$ cat src/rtl/atm_pkg.sv
// Shared encodings for the ATM transaction controller: op selects, status codes,
// FSM states and the default balance width.
package atm_pkg;
    localparam int unsigned BALANCE_W_DEF = 20;

    typedef enum logic [1:0] {
        OP_INQUIRY  = 2'b00,
        OP_WITHDRAW = 2'b01,
        OP_DEPOSIT  = 2'b10,
        OP_EJECT    = 2'b11
    } op_sel_e;

    localparam logic [2:0] ERR_OK       = 3'd0;
    localparam logic [2:0] ERR_FUNDS    = 3'd1;
    localparam logic [2:0] ERR_LIMIT    = 3'd2;
    localparam logic [2:0] ERR_OVERFLOW = 3'd3;
    localparam logic [2:0] ERR_PIN      = 3'd4;
    localparam logic [2:0] ERR_RETAINED = 3'd5;
    localparam logic [2:0] ERR_TIMEOUT  = 3'd6;

    typedef enum logic [2:0] {
        S_IDLE   = 3'd0,
        S_AUTH   = 3'd1,
        S_MENU   = 3'd2,
        S_EXEC   = 3'd3,
        S_DONE   = 3'd4,
        S_EJECT  = 3'd5,
        S_RETAIN = 3'd6
    } state_e;

    // States in which the controller is waiting on the customer and may time out.
    function automatic logic is_waiting(input state_e s);
        return (s == S_AUTH) || (s == S_MENU);
    endfunction
endpackage

$ cat src/rtl/atm_txn_ctrl_if.sv
// Signal bundle between the card-handling stage (master) and the transaction
// controller (slave).
interface atm_txn_ctrl_if #(
    parameter int unsigned BW = atm_pkg::BALANCE_W_DEF
);
    logic          card_in;
    logic          psw_en;
    logic          wrong_psw;
    logic [BW-1:0] balance;
    logic          op_valid;
    logic [1:0]    op_sel;
    logic [BW-1:0] amount;
    logic [BW-1:0] updated_balance;
    logic          op_done;
    logic          dispense;
    logic [BW-1:0] dispense_amount;
    logic [2:0]    err;
    logic          card_eject;
    logic          card_retain;
    logic          session_active;

    modport master (
        output card_in, psw_en, wrong_psw, balance, op_valid, op_sel, amount,
        input  updated_balance, op_done, dispense, dispense_amount, err,
               card_eject, card_retain, session_active
    );

    modport slave (
        input  card_in, psw_en, wrong_psw, balance, op_valid, op_sel, amount,
        output updated_balance, op_done, dispense, dispense_amount, err,
               card_eject, card_retain, session_active
    );
endinterface

$ cat src/rtl/atm_txn_ctrl_session_timer.sv
// Idle counter for the customer-wait states: runs while enabled, restarts on a
// customer strobe, flags expiry on its last count.
module session_timer #(
    parameter int unsigned timeout_cycles = 1024
) (
    input  logic clk,
    input  logic rst,
    input  logic en_i,
    input  logic clr_i,
    output logic expire_o
);
    localparam int unsigned CW = (timeout_cycles > 1) ? $clog2(timeout_cycles) : 1;
    localparam logic [CW-1:0] LAST = CW'(timeout_cycles - 1);

    logic [CW-1:0] cnt_q;

    assign expire_o = en_i && (cnt_q == LAST);

    // Leaving the wait states drops en_i, which also parks the count at zero.
    always_ff @(posedge clk or posedge rst) begin
        if (rst) begin
            cnt_q <= '0;
        end else if (!en_i || clr_i || (cnt_q == LAST)) begin
            cnt_q <= '0;
        end else begin
            cnt_q <= cnt_q + CW'(1);
        end
    end
endmodule

$ cat src/rtl/atm_txn_ctrl.sv
// ATM session/transaction controller: PIN-retry policy, then inquiry, withdraw,
// deposit and eject requests against the balance captured at card insertion.
module atm_txn_ctrl
    import atm_pkg::*;
#(
    parameter int unsigned              balance_width  = BALANCE_W_DEF,
    parameter int unsigned              max_tries      = 3,
    parameter int unsigned              timeout_cycles = 1024,
    parameter logic [balance_width-1:0] session_limit  = balance_width'(5000)
) (
    input  logic          clk,
    input  logic          rst,
    atm_txn_ctrl_if.slave bus
);
    localparam int unsigned   TW       = $clog2(max_tries + 1);
    localparam logic [TW-1:0] LAST_TRY = TW'(max_tries - 1);

    typedef logic [balance_width-1:0] bal_t;

    state_e        state_q;
    op_sel_e       op_q;
    bal_t          bal_q, acc_q, amt_q, upd_bal_q, disp_amt_q;
    logic [TW-1:0] tries_q;
    logic [2:0]    err_q;
    logic          card_q, op_done_q, dispense_q, eject_q, retain_q, active_q;

    logic                 timer_en, timer_clr, timer_expire;
    logic [balance_width:0] dep_sum, acc_sum;
    bal_t                 bal_d, acc_d;
    logic [2:0]           err_d;
    logic                 disp_d;

    assign timer_en  = is_waiting(state_q);
    assign timer_clr = ((state_q == S_AUTH) && bus.psw_en) ||
                       ((state_q == S_MENU) && bus.op_valid);

    session_timer #(.timeout_cycles(timeout_cycles)) u_timer (
        .clk      (clk),
        .rst      (rst),
        .en_i     (timer_en),
        .clr_i    (timer_clr),
        .expire_o (timer_expire)
    );

    // Outcome of the latched request; only committed on the EXEC -> DONE edge.
    always_comb begin
        dep_sum = {1'b0, bal_q} + {1'b0, amt_q};
        acc_sum = {1'b0, acc_q} + {1'b0, amt_q};
        bal_d   = bal_q;
        acc_d   = acc_q;
        err_d   = ERR_OK;
        disp_d  = 1'b0;
        case (op_q)
            OP_WITHDRAW: begin
                if (amt_q > bal_q) begin
                    err_d = ERR_FUNDS;
                end else if (acc_sum > {1'b0, session_limit}) begin
                    err_d = ERR_LIMIT;
                end else begin
                    bal_d  = bal_q - amt_q;
                    acc_d  = acc_sum[balance_width-1:0];
                    disp_d = (amt_q != '0);
                end
            end
            OP_DEPOSIT: begin
                if (dep_sum[balance_width]) err_d = ERR_OVERFLOW;
                else                        bal_d = dep_sum[balance_width-1:0];
            end
            default: ;
        endcase
    end

    always_ff @(posedge clk or posedge rst) begin
        if (rst) begin
            state_q    <= S_IDLE;
            op_q       <= OP_INQUIRY;
            bal_q      <= '0;
            acc_q      <= '0;
            amt_q      <= '0;
            upd_bal_q  <= '0;
            disp_amt_q <= '0;
            tries_q    <= '0;
            err_q      <= ERR_OK;
            card_q     <= 1'b0;
            op_done_q  <= 1'b0;
            dispense_q <= 1'b0;
            eject_q    <= 1'b0;
            retain_q   <= 1'b0;
            active_q   <= 1'b0;
        end else begin
            card_q     <= bus.card_in;
            op_done_q  <= 1'b0;
            dispense_q <= 1'b0;
            eject_q    <= 1'b0;
            retain_q   <= 1'b0;
            // Card removal outranks everything: no pulses, pending result dropped.
            if ((state_q != S_IDLE) && !bus.card_in) begin
                state_q  <= S_IDLE;
                active_q <= 1'b0;
            end else begin
                case (state_q)
                    S_IDLE: begin
                        if (bus.card_in && !card_q) begin
                            state_q  <= S_AUTH;
                            active_q <= 1'b1;
                            tries_q  <= '0;
                            acc_q    <= '0;
                            err_q    <= ERR_OK;
                            bal_q    <= bus.balance;
                        end
                    end
                    S_AUTH: begin
                        if (bus.psw_en) begin
                            if (!bus.wrong_psw) begin
                                state_q <= S_MENU;
                            end else begin
                                tries_q <= tries_q + TW'(1);
                                if (tries_q == LAST_TRY) begin
                                    state_q  <= S_RETAIN;
                                    active_q <= 1'b0;
                                    retain_q <= 1'b1;
                                    err_q    <= ERR_RETAINED;
                                end else begin
                                    err_q <= ERR_PIN;
                                end
                            end
                        end else if (timer_expire) begin
                            state_q  <= S_EJECT;
                            active_q <= 1'b0;
                            eject_q  <= 1'b1;
                            err_q    <= ERR_TIMEOUT;
                        end
                    end
                    S_MENU: begin
                        if (bus.op_valid) begin
                            if (bus.op_sel == OP_EJECT) begin
                                state_q  <= S_EJECT;
                                active_q <= 1'b0;
                                eject_q  <= 1'b1;
                                err_q    <= ERR_OK;
                            end else begin
                                state_q <= S_EXEC;
                                op_q    <= op_sel_e'(bus.op_sel);
                                amt_q   <= bus.amount;
                            end
                        end else if (timer_expire) begin
                            state_q  <= S_EJECT;
                            active_q <= 1'b0;
                            eject_q  <= 1'b1;
                            err_q    <= ERR_TIMEOUT;
                        end
                    end
                    S_EXEC: begin
                        state_q    <= S_DONE;
                        bal_q      <= bal_d;
                        acc_q      <= acc_d;
                        err_q      <= err_d;
                        upd_bal_q  <= bal_d;
                        op_done_q  <= 1'b1;
                        dispense_q <= disp_d;
                        if (disp_d) disp_amt_q <= amt_q;
                    end
                    S_DONE:            state_q <= S_MENU;
                    S_EJECT, S_RETAIN: state_q <= S_IDLE;
                    default: begin
                        state_q  <= S_IDLE;
                        active_q <= 1'b0;
                    end
                endcase
            end
        end
    end

    assign bus.updated_balance = upd_bal_q;
    assign bus.op_done         = op_done_q;
    assign bus.dispense        = dispense_q;
    assign bus.dispense_amount = disp_amt_q;
    assign bus.err             = err_q;
    assign bus.card_eject      = eject_q;
    assign bus.card_retain     = retain_q;
    assign bus.session_active  = active_q;
endmodule

$ cat src/flat_wrapper.sv
// flat-port wrapper written by rule: the top's interface ports become plain ports
module atm_txn_ctrl_flat import atm_pkg::*;
#(
    parameter int unsigned              balance_width  = BALANCE_W_DEF,
    parameter int unsigned              max_tries      = 3,
    parameter int unsigned              timeout_cycles = 1024,
    parameter logic [balance_width-1:0] session_limit  = balance_width'(5000)
)
  (clk, rst, bus_card_in, bus_psw_en, bus_wrong_psw, bus_balance, bus_op_valid, bus_op_sel, bus_amount, bus_updated_balance, bus_op_done, bus_dispense, bus_dispense_amount, bus_err, bus_card_eject, bus_card_retain, bus_session_active);
  atm_txn_ctrl_if #(.BW((20))) bus_i ();
  input  logic clk;
  input  logic rst;
  input wire logic [$bits(bus_i.card_in)-1:0] bus_card_in;
  input wire logic [$bits(bus_i.psw_en)-1:0] bus_psw_en;
  input wire logic [$bits(bus_i.wrong_psw)-1:0] bus_wrong_psw;
  input wire logic [$bits(bus_i.balance)-1:0] bus_balance;
  input wire logic [$bits(bus_i.op_valid)-1:0] bus_op_valid;
  input wire logic [$bits(bus_i.op_sel)-1:0] bus_op_sel;
  input wire logic [$bits(bus_i.amount)-1:0] bus_amount;
  output wire logic [$bits(bus_i.updated_balance)-1:0] bus_updated_balance;
  output wire logic [$bits(bus_i.op_done)-1:0] bus_op_done;
  output wire logic [$bits(bus_i.dispense)-1:0] bus_dispense;
  output wire logic [$bits(bus_i.dispense_amount)-1:0] bus_dispense_amount;
  output wire logic [$bits(bus_i.err)-1:0] bus_err;
  output wire logic [$bits(bus_i.card_eject)-1:0] bus_card_eject;
  output wire logic [$bits(bus_i.card_retain)-1:0] bus_card_retain;
  output wire logic [$bits(bus_i.session_active)-1:0] bus_session_active;
  assign bus_i.card_in = bus_card_in;
  assign bus_i.psw_en = bus_psw_en;
  assign bus_i.wrong_psw = bus_wrong_psw;
  assign bus_i.balance = bus_balance;
  assign bus_i.op_valid = bus_op_valid;
  assign bus_i.op_sel = bus_op_sel;
  assign bus_i.amount = bus_amount;
  assign bus_updated_balance = bus_i.updated_balance;
  assign bus_op_done = bus_i.op_done;
  assign bus_dispense = bus_i.dispense;
  assign bus_dispense_amount = bus_i.dispense_amount;
  assign bus_err = bus_i.err;
  assign bus_card_eject = bus_i.card_eject;
  assign bus_card_retain = bus_i.card_retain;
  assign bus_session_active = bus_i.session_active;
  atm_txn_ctrl #(.balance_width(balance_width), .max_tries(max_tries), .timeout_cycles(timeout_cycles), .session_limit(session_limit)) u_core (.clk(clk), .rst(rst), .bus(bus_i));
endmodule
$ cat config.mk
export PLATFORM = sky130hd
export DESIGN_NAME = atm_txn_ctrl_flat
export DESIGN_NICKNAME = d
export VERILOG_FILES = /design/src/rtl/atm_pkg.sv /design/src/rtl/atm_txn_ctrl_if.sv /design/src/rtl/atm_txn_ctrl_session_timer.sv /design/src/rtl/atm_txn_ctrl.sv /design/src/flat_wrapper.sv
export SDC_FILE = /design/constraint.sdc
export NUM_CORES = 1
export LEC_CHECK = 0
export ABC_CLOCK_PERIOD_IN_PS = 5400
export BUFFER_PORTS_ARGS = -buffer_cell sky130_fd_sc_hd__buf_2
export CAP_MARGIN = 5
export CORE_MARGIN = 2
export CORE_UTILIZATION = 60
export CTS_BUF_LIST = sky130_fd_sc_hd__clkbuf_16
export CTS_CLUSTER_DIAMETER = 120
export DETAILED_ROUTE_END_ITERATION = 10
export PLACE_DENSITY_LB_ADDON = 0.2
export SLEW_MARGIN = 10
export SYNTH_ARGS = -nofsm -noshare
export SYNTH_HDL_FRONTEND = slang
export SYNTH_HIERARCHICAL = 1
export SYNTH_SLANG_ARGS = --single-unit
$ cat constraint.sdc
create_clock -name clk -period 5.4 [get_ports clk]
set_input_delay 1.35 -clock clk [delete_from_list [all_inputs] [get_ports clk]]
set_output_delay 1.35 -clock clk [all_outputs]
set_load 0.05 [all_outputs]
[Yosys cells after proc, flatten, opt, wreduce, memory -nomap -nowiden]
Cells that the tools add are included.
Word-level totals
  register bits: 126
  bits of input ports: 48
  output and inout bits: 48
  word-level logic and storage cells: 142
Cells by class
  add/subtract/negate cells: 5
  $lt $le $gt $ge: 2
  equal/unequal tests: 25
  mux-type cells: 64
  bitwise gates (word level): 2
  reductions and logical operators: 28
Operators with widths (count)
  two-way mux 20 bit: 8
  case mux 20 bit (2 select lines): 3
  two-way mux 3 bit: 15
  adder 20 x 20 -> 21 bit: 2
  two-way mux 1 bit: 26
  greater-than comparator 21 x 13 -> 1 bit (second input constant): 1
  greater-than comparator 20 bit: 1
  nonzero test 20 bit: 1
  subtractor 20 bit: 1
  case mux 3 bit (5 select lines): 1
  AND reduction 5 bit: 3
  != test 4 bit (second input constant): 3
  case mux 3 bit (4 select lines): 1
  adder 10 x 1 -> 10 bit (second input constant): 1
  == test 10 bit (second input constant): 1
  two-way mux 10 bit: 1
  two-way mux 2 bit: 5
  == test 3 bit (second input constant): 3
  != test 2 bit (second input constant): 4
  == test 2 bit (second input constant): 3
  == test 3 x 2 -> 1 bit (second input constant): 2
  != test 2 x 1 -> 1 bit (second input constant): 3
  != test 3 bit (second input constant): 2
  case mux 3 bit (2 select lines): 1
  21 further kinds: 34

[Depth between registers and ports, before layout]
Gate-level depths: netlist of run 1.
  word-level depth: 7
  gate-level depth with buffers: 15
  mapped depth without buffers: 13

[Modules after synthesis]
The synthesis of run 1 kept the hierarchy.
By module, submodules not included
  atm_txn_ctrl: times used 1, cells an instance 1010, area an instance 8747.1 µm², seq. area each 2902.8 µm²
  session_timer: times used 1, cells an instance 53, area an instance 513.0 µm², seq. area each 250.2 µm²

[Least setup slack after synthesis of run 1]
No wires, ideal clock.
  path type: register to register
  start point: reg u_core.amt_q[0]
  end point: reg u_core.disp_amt_q[10] (netlist: u_core/bus.dispense_amount[10])
  library setup time: 0.127 ns
  data arrival time: 3.410 ns
  required time: 5.273 ns
  path slack: 1.862 ns
  cell stages (with the launch flop): 14
  buffers on the path: 1
  clock period less this slack: 3.538 ns
  cell sequence: dfrtp_1 ha_1 fa_1 a21oi_1 o22ai_2 or3_1 a211oi_1 nor3_1 a2111o_1 a211oi_2 and2_1 and3_4 buf_6 mux2_1
Between the ends
  word-level cells in the longest chain between the ends: 6
  elaborated cells on any way between the ends: 8
  those cells by class: 1 x add/sub; 2 x order compare; 3 x mux; 2 x reduce/logical
Ends and longest elaborated chain
  start, declared: RTL line atm_txn_ctrl.sv:22  | bal_t bal_q, acc_q, amt_q, upd_bal_q, disp_amt_q;
  start signal, assigned: RTL line atm_txn_ctrl.sv:144  | amt_q <= bus.amount;
  adder 20 x 20 -> 21 bit: RTL line atm_txn_ctrl.sv:48  | acc_sum = {1'b0, acc_q} + {1'b0, amt_q};
  greater-than comparator 21 x 13 -> 1 bit: RTL line atm_txn_ctrl.sv:57  | end else if (acc_sum > {1'b0, session_limit}) begin
  two-way mux 1 bit: RTL line atm_txn_ctrl.sv:57
  two-way mux 1 bit *: RTL line atm_txn_ctrl.sv:55  | if (amt_q > bal_q) begin
  two-way mux 1 bit *: RTL line atm_txn_ctrl.sv:53  | case (op_q)
  AND reduction 3 bit (no line) *
  end signal, assigned: RTL line atm_txn_ctrl.sv:161  | if (disp_d) disp_amt_q <= amt_q;
  end, declared: RTL line atm_txn_ctrl.sv:22
Mark *: on every way between the ends. The rest lies on a longest branch, timed or not.
A chain may end at the register's enable or synchronous reset.

[Worst setup path in the final report of run 1]
Same ends and word-level chain as after synthesis.

==> results of run 1 <==
-- cells in the mapped netlist, types with 25 or more instances --
| master | count | area (um2) |
|---|---|---|
| mux2_2 | 25 | 282 |
| nand2_1 | 66 | 248 |
| mux2_1 | 25 | 282 |
| o21ai_0 | 58 | 290 |
| ha_1 | 64 | 801 |
| nor2_1 | 83 | 312 |
| dfrtp_1 | 126 | 3150 |
| a21oi_1 | 92 | 460 |
| nor3_1 | 25 | 125 |
| clkbuf_1 | 31 | 116 |
| inv_1 | 68 | 255 |
| o21ai_1 | 26 | 130 |
-- cells by family (layout without fill, tap and decap cells) --
logic type | count (synthesis) | count (layout)
AO/OA/AOI/OAI | 333 | 333
XOR/XNOR | 30 | 30
adder cells (fa/ha/maj) | 67 | 67
buffers and inverters | 123 | 214
flip-flops | 126 | 126
multiplexers | 55 | 55
AND/OR/NAND/NOR | 329 | 329
-- metal layers --
| layer | wire length [um] | track usage (%) | vias to the layer above |
|---|---|---|---|
| li1 | - | - | 4056 |
| met1 | 11700 | 45.6 | 4168 |
| met2 | 12400 | 52.2 | 399 |
| met3 | 1950 | 5.63 | 78 |
| met4 | 904 | 14.8 | 0 |
| met5 | 0 | 0 | - |
-- flip-flops by register name, summed over array words and instances, names as in the netlist, 2 cells and up --
name,cells
u_core/amt_q,20
u_core/bal_q,20
u_core/state_q,3
u_core/acc_q,20
u_core/tries_q,2
u_core/op_q,2
u_core/u_timer/cnt_q,10
u_core/bus.updated_balance,20
u_core/bus.err,3
u_core/bus.dispense_amount,20
-- final cells by class --
cell class,count,area [um2],share of cell area (%)
Clock buffer,17,425,4.07
Clock inverter,15,185,1.77
Inverter,72,273,2.61
Multi-Input combinational cell,814,5600,53.5
Sequential cell,126,3150,30.2
Tap cell,188,235,2.25
Timing Repair Buffer,110,588,5.62
-- placed cells by master (no fill, tap or decap), types with 21 or more instances in the layout --
cell type / netlist / layout
o21ai_1: 26 / 26
inv_1: 68 / 68
nand2_1: 66 / 66
nand3_1: 24 / 24
ha_1: 64 / 64
mux2_1: 25 / 25
xnor2_1: 23 / 23
nor2_1: 83 / 83
mux2_2: 25 / 25
nor2b_1: 21 / 21
a21oi_1: 92 / 92
nor3_1: 25 / 25
buf_2: 14 / 95
o21ai_0: 58 / 58
dfrtp_1: 126 / 126
-- power groups by stage --
stage	clock network (mW)	logic, mW	registers, mW
6_report	1.20	3.71	1.55
5_1_grt	1.25	4.03	1.58
4_1_cts	1.21	3.64	1.54
3_5_place_dp	0	3.59	1.55
3_3_place_gp	0	3.57	1.54
2_1_floorplan	0	2.55	1.68
-- how the worst min path moves through the flow --
stage          cells after the start                            end  slack, ps
2_1_floorplan                      1                u_core/acc_q[3]        460
3_3_place_gp                       2  u_core/bus.updated_balance[9]        460
3_5_place_dp                       2  u_core/bus.updated_balance[9]        470
4_1_cts                            2  u_core/bus.updated_balance[9]        480
5_1_grt                            1                u_core/acc_q[4]        510
6_report                           2  u_core/bus.updated_balance[9]        480
-- per-stage QoR --
| step | instances | hold WS, ps | util (%) | setup WS, ps |
|---|---|---|---|---|
| final | 1342 | 478 | 69.0 | 1070 |
| after global routing | 1342 | 508 | 69.0 | 876 |
| after detailed placement | 1310 | 467 | 65.0 | 1210 |
| after floorplan | 1063 | 465 | - | 978 |
| after global placement | 1310 | 458 | 65.0 | 1250 |
| after CTS | 1342 | 480 | 69.0 | 1130 |
-- worst min-delay path, stage by stage, from the launching register on --
cell	delay, ps
dfrtp_1	340
nand2_1	50
o21ai_0	60
==> flow_summary.ini, run 1 <==
[critical_path]
worstSetupEndpoint = u_core/bus.dispense_amount[10]
cp_cell_sequence = ha_1, fa_1, a21oi_1, o22ai_2, o311ai_4, or4_1, nand4b_1, or4_1, a211oi_2, and2_1, and3_4, mux2_1
crit_top_cell = or4_1
r2r_end = u_core/bus.dispense_amount[10]
end_kind = register
path_delay_family = simple AND/OR/NAND/NOR gates
crit_path_start = u_core/amt_q[0]
r2r_cells = 12
cp_slowest_cell = or4_1
critPathMaxFanout = 21
path_buf_inv = 0
worstPathRequired_ps = 5700
critical_path_class = reg -> reg
regToRegSetupSlack_ps = 1070
cp_slowest_stage_delay_ps = 550
reg2reg_from = u_core/amt_q[0]
arrival_ps = 4630
startpoint_type = register
path_depth = 12

[clocking]
cts-root-buf = clkbuf_16
cts_tree = built
path_clk_slew_ps = 60
max-clock-path-buffers = 2
cts_resized = 0
ctsHoldBuffers = 0
post_cts_buffers = 0
numClockSinks = 126
htree_levels = 4
insertion_delay_ps = 430
numCtsBuffers = 17

[routing]
drtIter0Drc = 914
wl_um = 26900
wl_per_cell_um = 20.1
drcViolationCount = 0
route.vias.total = 8701
routed_via_density = 6.48
drtPass1Iterations = 6
drt.antenna.violating_nets = 0

[floorplan]
die_h_um = 128
core_um2 = 15100
die_w_um = 128
dieArea_um2 = 16400
row_count = 45
start_util_pct = 61.1
io_pins = 96

[logic_synthesis]
yosys.area_share.simple_pct = 18.2
yosysWarnings = 6
synth_xor_xnor_area_share_pct = 2.84
async_flop_share_pct = 100
synthCells = 1063
synth_seq_cells = 126
synth_edf_count = 0
seq_area_frac_synth_pct = 34.0
synth_compound_area_share_pct = 23.5
syn_nets = 1178
synthMuxAreaShare_pct = 6.62
synth_adder_area_share_pct = 9.30
ys.flop_type = dfrtp_1
syn_area_per_cell_um2 = 8.71
synth_top_family_by_area = compound AO/OA/AOI/OAI gates
synth.cell_area_um2 = 9260
synthDistinctLibCells = 82

[min_path]
hp-class = reg -> reg
hold_start = u_core/bus.updated_balance[9]

[placement]
gp_congestion = 0.971
port_buffers = 95
hpwl_um = 19400
placed_cell_area_um2 = 9850

[final_layout]
antenna_cells = 0
fin_area_um2 = 10500
final_layout_size_suffix_gt1_share_pct = 16.3
fill_cells = 1237
area_growth_pct = 12.9
final_net_count = 1256

[power]
p_switching_mw = 3.20
pwr-share-seq_pct = 24.0
pwr-share-comb_pct = 57.4
powerDensity_nw_per_um2 = 618
swShare_pct = 49.4
p_clk_share_pct = 18.5
p_int_mw = 3.27
total_power_mw = 6.47
total_leakage_power_nw = 4.88
ir_drop_mv = 0.352

[sta]
fin_crit_ps = 4330
finClkSkew_ps = 10.2
rsz0062_at_grt = no
period_share_pct = 80.2
setup_viol = 0
relSlewSlack_pct = 29.0
max_freq_mhz = 231
hold_violations = 0
worstMarginPinSlew_ps = 1060
drv_slew = 0
fin_tns_setup_ps = 0

[run_status]
status = completed

[global_route]
grt_first_pass_wirelength_um = 42600
grt_max_degree = 46
grt_usage_pct = 33.4
grt_pass1_vias = 8237
antenna_found_initial = 0
overflow = 0

[run]
maxCapViolCount = 0
(Power assumes the default switching activity.)
==> inputs of run 2 (changes only) <==
--- a/config.mk
+++ b/config.mk
@@ -5,7 +5,7 @@
 export SDC_FILE = /design/constraint.sdc
 export NUM_CORES = 1
 export LEC_CHECK = 0
-export ABC_CLOCK_PERIOD_IN_PS = 5400
+export ABC_CLOCK_PERIOD_IN_PS = 4100
 export BUFFER_PORTS_ARGS = -buffer_cell sky130_fd_sc_hd__buf_2
 export CAP_MARGIN = 5
 export CORE_MARGIN = 2
==> constraint.sdc (replaced) <==
create_clock -name clk -period 4.1 [get_ports clk]
set_input_delay 1.025 -clock clk [delete_from_list [all_inputs] [get_ports clk]]
set_output_delay 1.025 -clock clk [all_outputs]
set_load 0.05 [all_outputs]
==> run 2 against run 1 <==
  * Worst setup slack lost 970 ps
  * Die area stayed put
  * Sequential power grew 29%
  * Clock skew increased by 2.7 ps
  * Worst hold slack about the same
  * Largest power group unchanged
  * Highest routed layer unchanged
==> flow_summary.ini, run 2 (synthesized netlist as in run 1, its figures left out) <==
[final_layout]
postLayoutCoreUtil_pct = 70.5
final_layout_size_suffix_gt1_share_pct = 18.6
final_net_count = 1283
final_cell_mix = dfrtp_1 (125), buf_2 (95), a21oi_1 (92)
area_growth_pct = 15.4
antenna_cells = 0
fill_cells = 1234
final_common_cell = dfrtp_1

[routing]
met3_length_um = 2530
highest_layer = met4
route.vias.total = 8958
drtPass1Iterations = 5
drt.antenna.violating_nets = 0
drtIter0Drc = 870
routedLengthMet1_um = 12000
routed_via_density = 6.55
wl_per_cell_um = 21.1
wl_um = 28800
wl_met2_um = 13100
drcViolationCount = 0

[global_route]
grt_max_degree = 63
grt_usage_pct = 36.0
grt_first_pass_wirelength_um = 46100
overflow = 0
grt_pass1_vias = 8841
antenna_found_initial = 0

[clocking]
cts-root-buf = clkbuf_16
numClockSinks = 126
htree_levels = 4
max-clock-path-buffers = 2
numCtsBuffers = 17
path_clk_slew_ps = 60
insertion_delay_ps = 420
cts_tree = built

[sta]
relSlewSlack_pct = 44.1
fin_crit_ps = 4000
hold_violations = 0
period_share_pct = 97.6
drv_slew = 0
setup_viol = 0
whs_ps = 478
finClkSkew_ps = 12.9
fin_ws_ps = 97.7
fin_tns_setup_ps = 0
worstMarginPinSlew_ps = 833
max_freq_mhz = 250

[power]
pwr-share-comb_pct = 59.8
powerDensity_nw_per_um2 = 821
ir_drop_mv = 0.418
total_power_mw = 8.78
total_leakage_power_nw = 5.01
swShare_pct = 49.2
p_switching_mw = 4.32
p_clk_share_pct = 17.4
pwr-share-seq_pct = 22.8
p_int_mw = 4.46

[floorplan]
row_count = 45
dieArea_um2 = 16400
start_util_pct = 61.1
die_w_um = 128
core_um2 = 15100
io_pins = 96
die_h_um = 128

[placement]
dp_slack_ps = -45.5
port_buffers = 95
hpwl_um = 21000
gp_congestion = 1.03

[critical_path]
cp_slowest_cell = dfrtp_2
worstPathRequired_ps = 4400
cp_slowest_stage_delay_ps = 450
cp_cell_sequence = ha_2, fa_1, a21oi_1, o22ai_2, o41ai_1, and4bb_1, and3_1, a2111o_1, a211oi_2, and2_4, and3_2, mux2_1
critPathMaxFanout = 8
end_kind = register
arrival_ps = 4300
startpoint_type = register
critical_path_class = reg -> reg

[min_path]
hp-class = reg -> reg

[run_status]
status = completed

[run]
maxCapViolCount = 0
## run 2: what timing repair did
action | CTS | global route
cloned | 1 | 1
hold buffers | 0 | 0
setup endpoints to repair | 20 | 66
pin swaps | 1 | 4
setup buffers | 0 | 1
endpoints found under the hold margin | 0 | 0
gates resized for setup | 2 | 7
## run 2: metrics by stage
step                instance area (um2)  instances
global placement                  10100       1334
floorplan                          9260       1063
CTS                               10700       1365
global route                      10700       1367
finish                            10700       1367
detailed placement                10100       1334
## run 2: cell type report
class | instances | area, um2 | area share (%)
multi-input combinational | 816 | 5630 | 52.7
timing repair buffer | 135 | 801 | 7.50
clock inverter | 13 | 165 | 1.55
inverter | 72 | 273 | 2.55
tap | 188 | 235 | 2.20
clock buffer | 17 | 425 | 3.98
sequential | 126 | 3150 | 29.5
## run 2: routing by layer
layer,global-route usage (%),vias up
met5,0,-
met3,8.26,100
met2,56.7,462
li1,-,4122
met4,15.4,0
met1,47.6,4274
## run 2: final timing paths
| check | slack, ps | cells past startpoint | endpoint | startpoint |
|---|---|---|---|---|
| max | 100 | 12 | u_core/bus.dispense_amount[5] | u_core/amt_q[0] |
| min | 480 | 2 | u_core/bus.updated_balance[8] | u_core/bus.updated_balance[8] |
| max reg2reg | 100 | 12 | u_core/bus.dispense_amount[5] | u_core/amt_q[0] |
| min reg2reg | 480 | 2 | u_core/bus.updated_balance[8] | u_core/bus.updated_balance[8] |
| max in group asynchronous | 2520 | 3 | u_core/bal_q[15] | rst |
| min in group asynchronous | 600 | 2 | u_core/u_timer/cnt_q[7] | rst |
## run 2: power by group through the flow
stage / registers, mW / logic (mW) / clock network (mW)
global route: 2.04 / 5.69 / 1.61
finish: 2.00 / 5.24 / 1.53
floorplan: 2.21 / 3.35 / 0
CTS: 1.98 / 5.07 / 1.55
detailed placement: 2.00 / 5.02 / 0
global placement: 1.98 / 4.98 / 0
## run 2: critical path, delay by kind of cell, from the launching register on
| kind | cells | cell delay [ps] |
|---|---|---|
| multiplexers | 1 | 360 |
| flip-flops | 1 | 450 |
| AND/OR/NAND/NOR | 4 | 1070 |
| adder cells (fa/ha/maj) | 2 | 660 |
| AO/OA/AOI/OAI | 5 | 1340 |
==> inputs of run 3 (changes only) <==
--- a/config.mk
+++ b/config.mk
@@ -5,6 +5,7 @@
 export SDC_FILE = /design/constraint.sdc
 export NUM_CORES = 1
 export LEC_CHECK = 0
+export ABC_AREA = 1
 export ABC_CLOCK_PERIOD_IN_PS = 4100
 export BUFFER_PORTS_ARGS = -buffer_cell sky130_fd_sc_hd__buf_2
 export CAP_MARGIN = 5
==> run 3 against run 2 <==
  * Global-route usage shrank 3.4 points
  * Register-to-register slack gained 610 ps
  * Via count up 11%
  * Sequential power up 3%
  * Non-clock buffer count shrank 26
  * Critical path depth is 7 higher
  * Utilization fell by 1.1 points
  * Largest cell class unchanged
  * Area after synthesis grew 7.0%
  * Routed wire length down 2.5%
  * Worst hold slack got worse by 3.3 ps
  * Power rose by 19%
==> flow_summary.ini, run 3 <==
[run_status]
status = completed

[routing]
drcViolationCount = 0
routed_via_density = 5.56
wl_per_cell_um = 15.7
wl_um = 28100
drtIter0Drc = 869
drtPass1Iterations = 6
drt.antenna.violating_nets = 0
route.vias.total = 9941

[floorplan]
dieArea_um2 = 17600
row_count = 46
die_w_um = 132
start_util_pct = 61.9
die_h_um = 132
io_pins = 96
core_um2 = 16000

[logic_synthesis]
seq_area_frac_synth_pct = 31.8
async_flop_share_pct = 100
syn_area_per_cell_um2 = 6.66
ys_top_cells_by_count = nand2_1 (459), inv_1 (183), nor2_1 (142)
synth.cell_area_um2 = 9910
synthDistinctLibCells = 51
synth_edf_count = 0
syn_nets = 1602
synth_seq_cells = 126
netlist.area_leader.share_pct = 31.8
synthCells = 1487
yosysWarnings = 6
synth.most_common_cell = nand2_1
yosysTopAreaCell = dfrtp_1
ys.flop_type = dfrtp_1
synth.area.top_cells = dfrtp_1 (32%), nand2_1 (17%), ha_1 (8.1%), inv_1 (6.9%), nor2_1 (5.4%)

[global_route]
grtUsageMet2_pct = 53.7
grt_usage_pct = 32.6
overflow = 0
antenna_found_initial = 1
met1_usage_pct = 42.8
grtUsageMet3_pct = 6.05
grt_first_pass_wirelength_um = 46100
grt_max_degree = 54
top_usage_layer = met2
grt_pass1_vias = 9377

[clocking]
ctsHoldBuffers = 0
insertion_delay_ps = 430
cts-root-buf = clkbuf_16
cts_resized = 0
max-clock-path-buffers = 2
numClockSinks = 126
path_clk_slew_ps = 60
numCtsBuffers = 17
htree_levels = 4
cts_tree = built
post_cts_buffers = 0

[power]
total_leakage_power_nw = 5.85
powerDensity_nw_per_um2 = 940
p_int_mw = 4.57
p_clk_share_pct = 14.2
p_switching_mw = 5.88
ir_drop_mv = 0.642
total_power_mw = 10.4
pwr-share-seq_pct = 19.7
swShare_pct = 56.3
pwr-share-comb_pct = 66.1

[sta]
whs_ps = 474
finClkSkew_ps = 10.3
worstMarginPinSlew_ps = 975
setup_viol = 0
max_freq_mhz = 295
drv_slew = 0
fin_ws_ps = 709
fin_crit_ps = 3390
hold_violations = 0
rsz0062_at_grt = no
relSlewSlack_pct = 35.0
fin_tns_setup_ps = 0
period_share_pct = 82.7

[final_layout]
instances_no_fill = 1788
antenna_cells = 0
final_layout_size_suffix_gt1_share_pct = 10.9
fin_area_um2 = 11100
final_net_count = 1674
area_growth_pct = 12.2
seqCellArea_um2 = 3150
final_cell_mix = nand2_1 (459), inv_1 (182), nor2_1 (141)
fill_cells = 1438
final_common_cell = nand2_1
postLayoutCoreUtil_pct = 69.5
multi_input_comb_area_um2 = 5820

[critical_path]
critPathMaxFanout = 21
arrival_ps = 3700
r2r_cells = 19
critical_path_class = reg -> reg
end_kind = register
startpoint_type = register
worstPathRequired_ps = 4410

[placement]
port_buffers = 95
placed_cell_area_um2 = 10500
gp_congestion = 0.996
hpwl_um = 21800
dp_cells = 1756
dp_slack_ps = 750

[min_path]
hp-class = reg -> reg
hold_depth = 2

[run]
maxCapViolCount = 0
-- run 3: cell types whose count changed after synthesis, sizes merged, moves of 17 or more --
cell / before / now
nand2: 66 / 462
inv: 69 / 187
nand3: 24 / 105
nor2: 83 / 151
mux2: 50 / 2
o21ai: 84 / 112
nor2b: 21 / 0
a21oi: 94 / 75
xor2: 7 / 26
nand2b: 18 / 0
nand4: 19 / 36
xnor2: 23 / 6
-- run 3: critical path, cell delays in order, from the launching register on --
cell	delay, ps
dfrtp_1	460
ha_1	310
fa_1	470
nand3_1	130
nand2_1	80
nand2_1	80
nand2_1	110
a21oi_1	220
o21ai_0	120
nor2_1	120
nand2_1	100
nor2_4	140
buf_4	270
nand4_1	140
nand3_1	120
nand3_1	90
nand2_1	130
nand2_1	50
nand2_1	80
nand2_1	60
-- run 3: final timing paths --
check	endpoint	slack, ps	start
max	u_core/bal_q[15]	710	u_core/amt_q[0]
min	u_core/bus.dispense_amount[18]	470	u_core/bus.dispense_amount[18]
max reg2reg	u_core/bal_q[15]	710	u_core/amt_q[0]
min reg2reg	u_core/bus.dispense_amount[18]	470	u_core/bus.dispense_amount[18]
max in group asynchronous	u_core/amt_q[6]	2640	rst
min in group asynchronous	u_core/u_timer/cnt_q[5]	580	rst
-- run 3: metal layers --
metal  vias up  part of all wire [%]  wire length [um]
met2       396                    47             13100
met1      4533                    44             12200
li1       4947                     -                 -
met5         -                     0                 0
met4         0                   3.2               886
met3        65                   6.7              1880
-- run 3: final cells by class --
class                      count  area share (%)
sequential                   126            28.4
timing repair buffer         109            5.34
tap                          216            2.43
inverter                     187            6.34
clock inverter                15            1.36
clock buffer                  17            3.83
multi-input combinational   1118            52.3
-- run 3: cells by family (layout without fill, tap and decap cells) --
logic type | after synthesis | after routing | synth area share, %
buffers and inverters | 243 | 328 | 9.64
multiplexers | 2 | 2 | 0.227
adder cells (fa/ha/maj) | 67 | 67 | 8.69
AO/OA/AOI/OAI | 232 | 232 | 13.1
flip-flops | 126 | 126 | 31.8
AND/OR/NAND/NOR | 785 | 785 | 33.7
XOR/XNOR | 32 | 32 | 2.83
-- run 3: power by group through the flow --
stage,Sequential (mW),Combinational [mW],Clock (mW)
2_1_floorplan,2.31,4.76,0
3_3_place_gp,2.07,6.68,0
3_5_place_dp,2.08,6.73,0
4_1_cts,2.06,6.77,1.51
5_1_grt,2.11,7.65,1.55
6_report,2.06,6.91,1.48
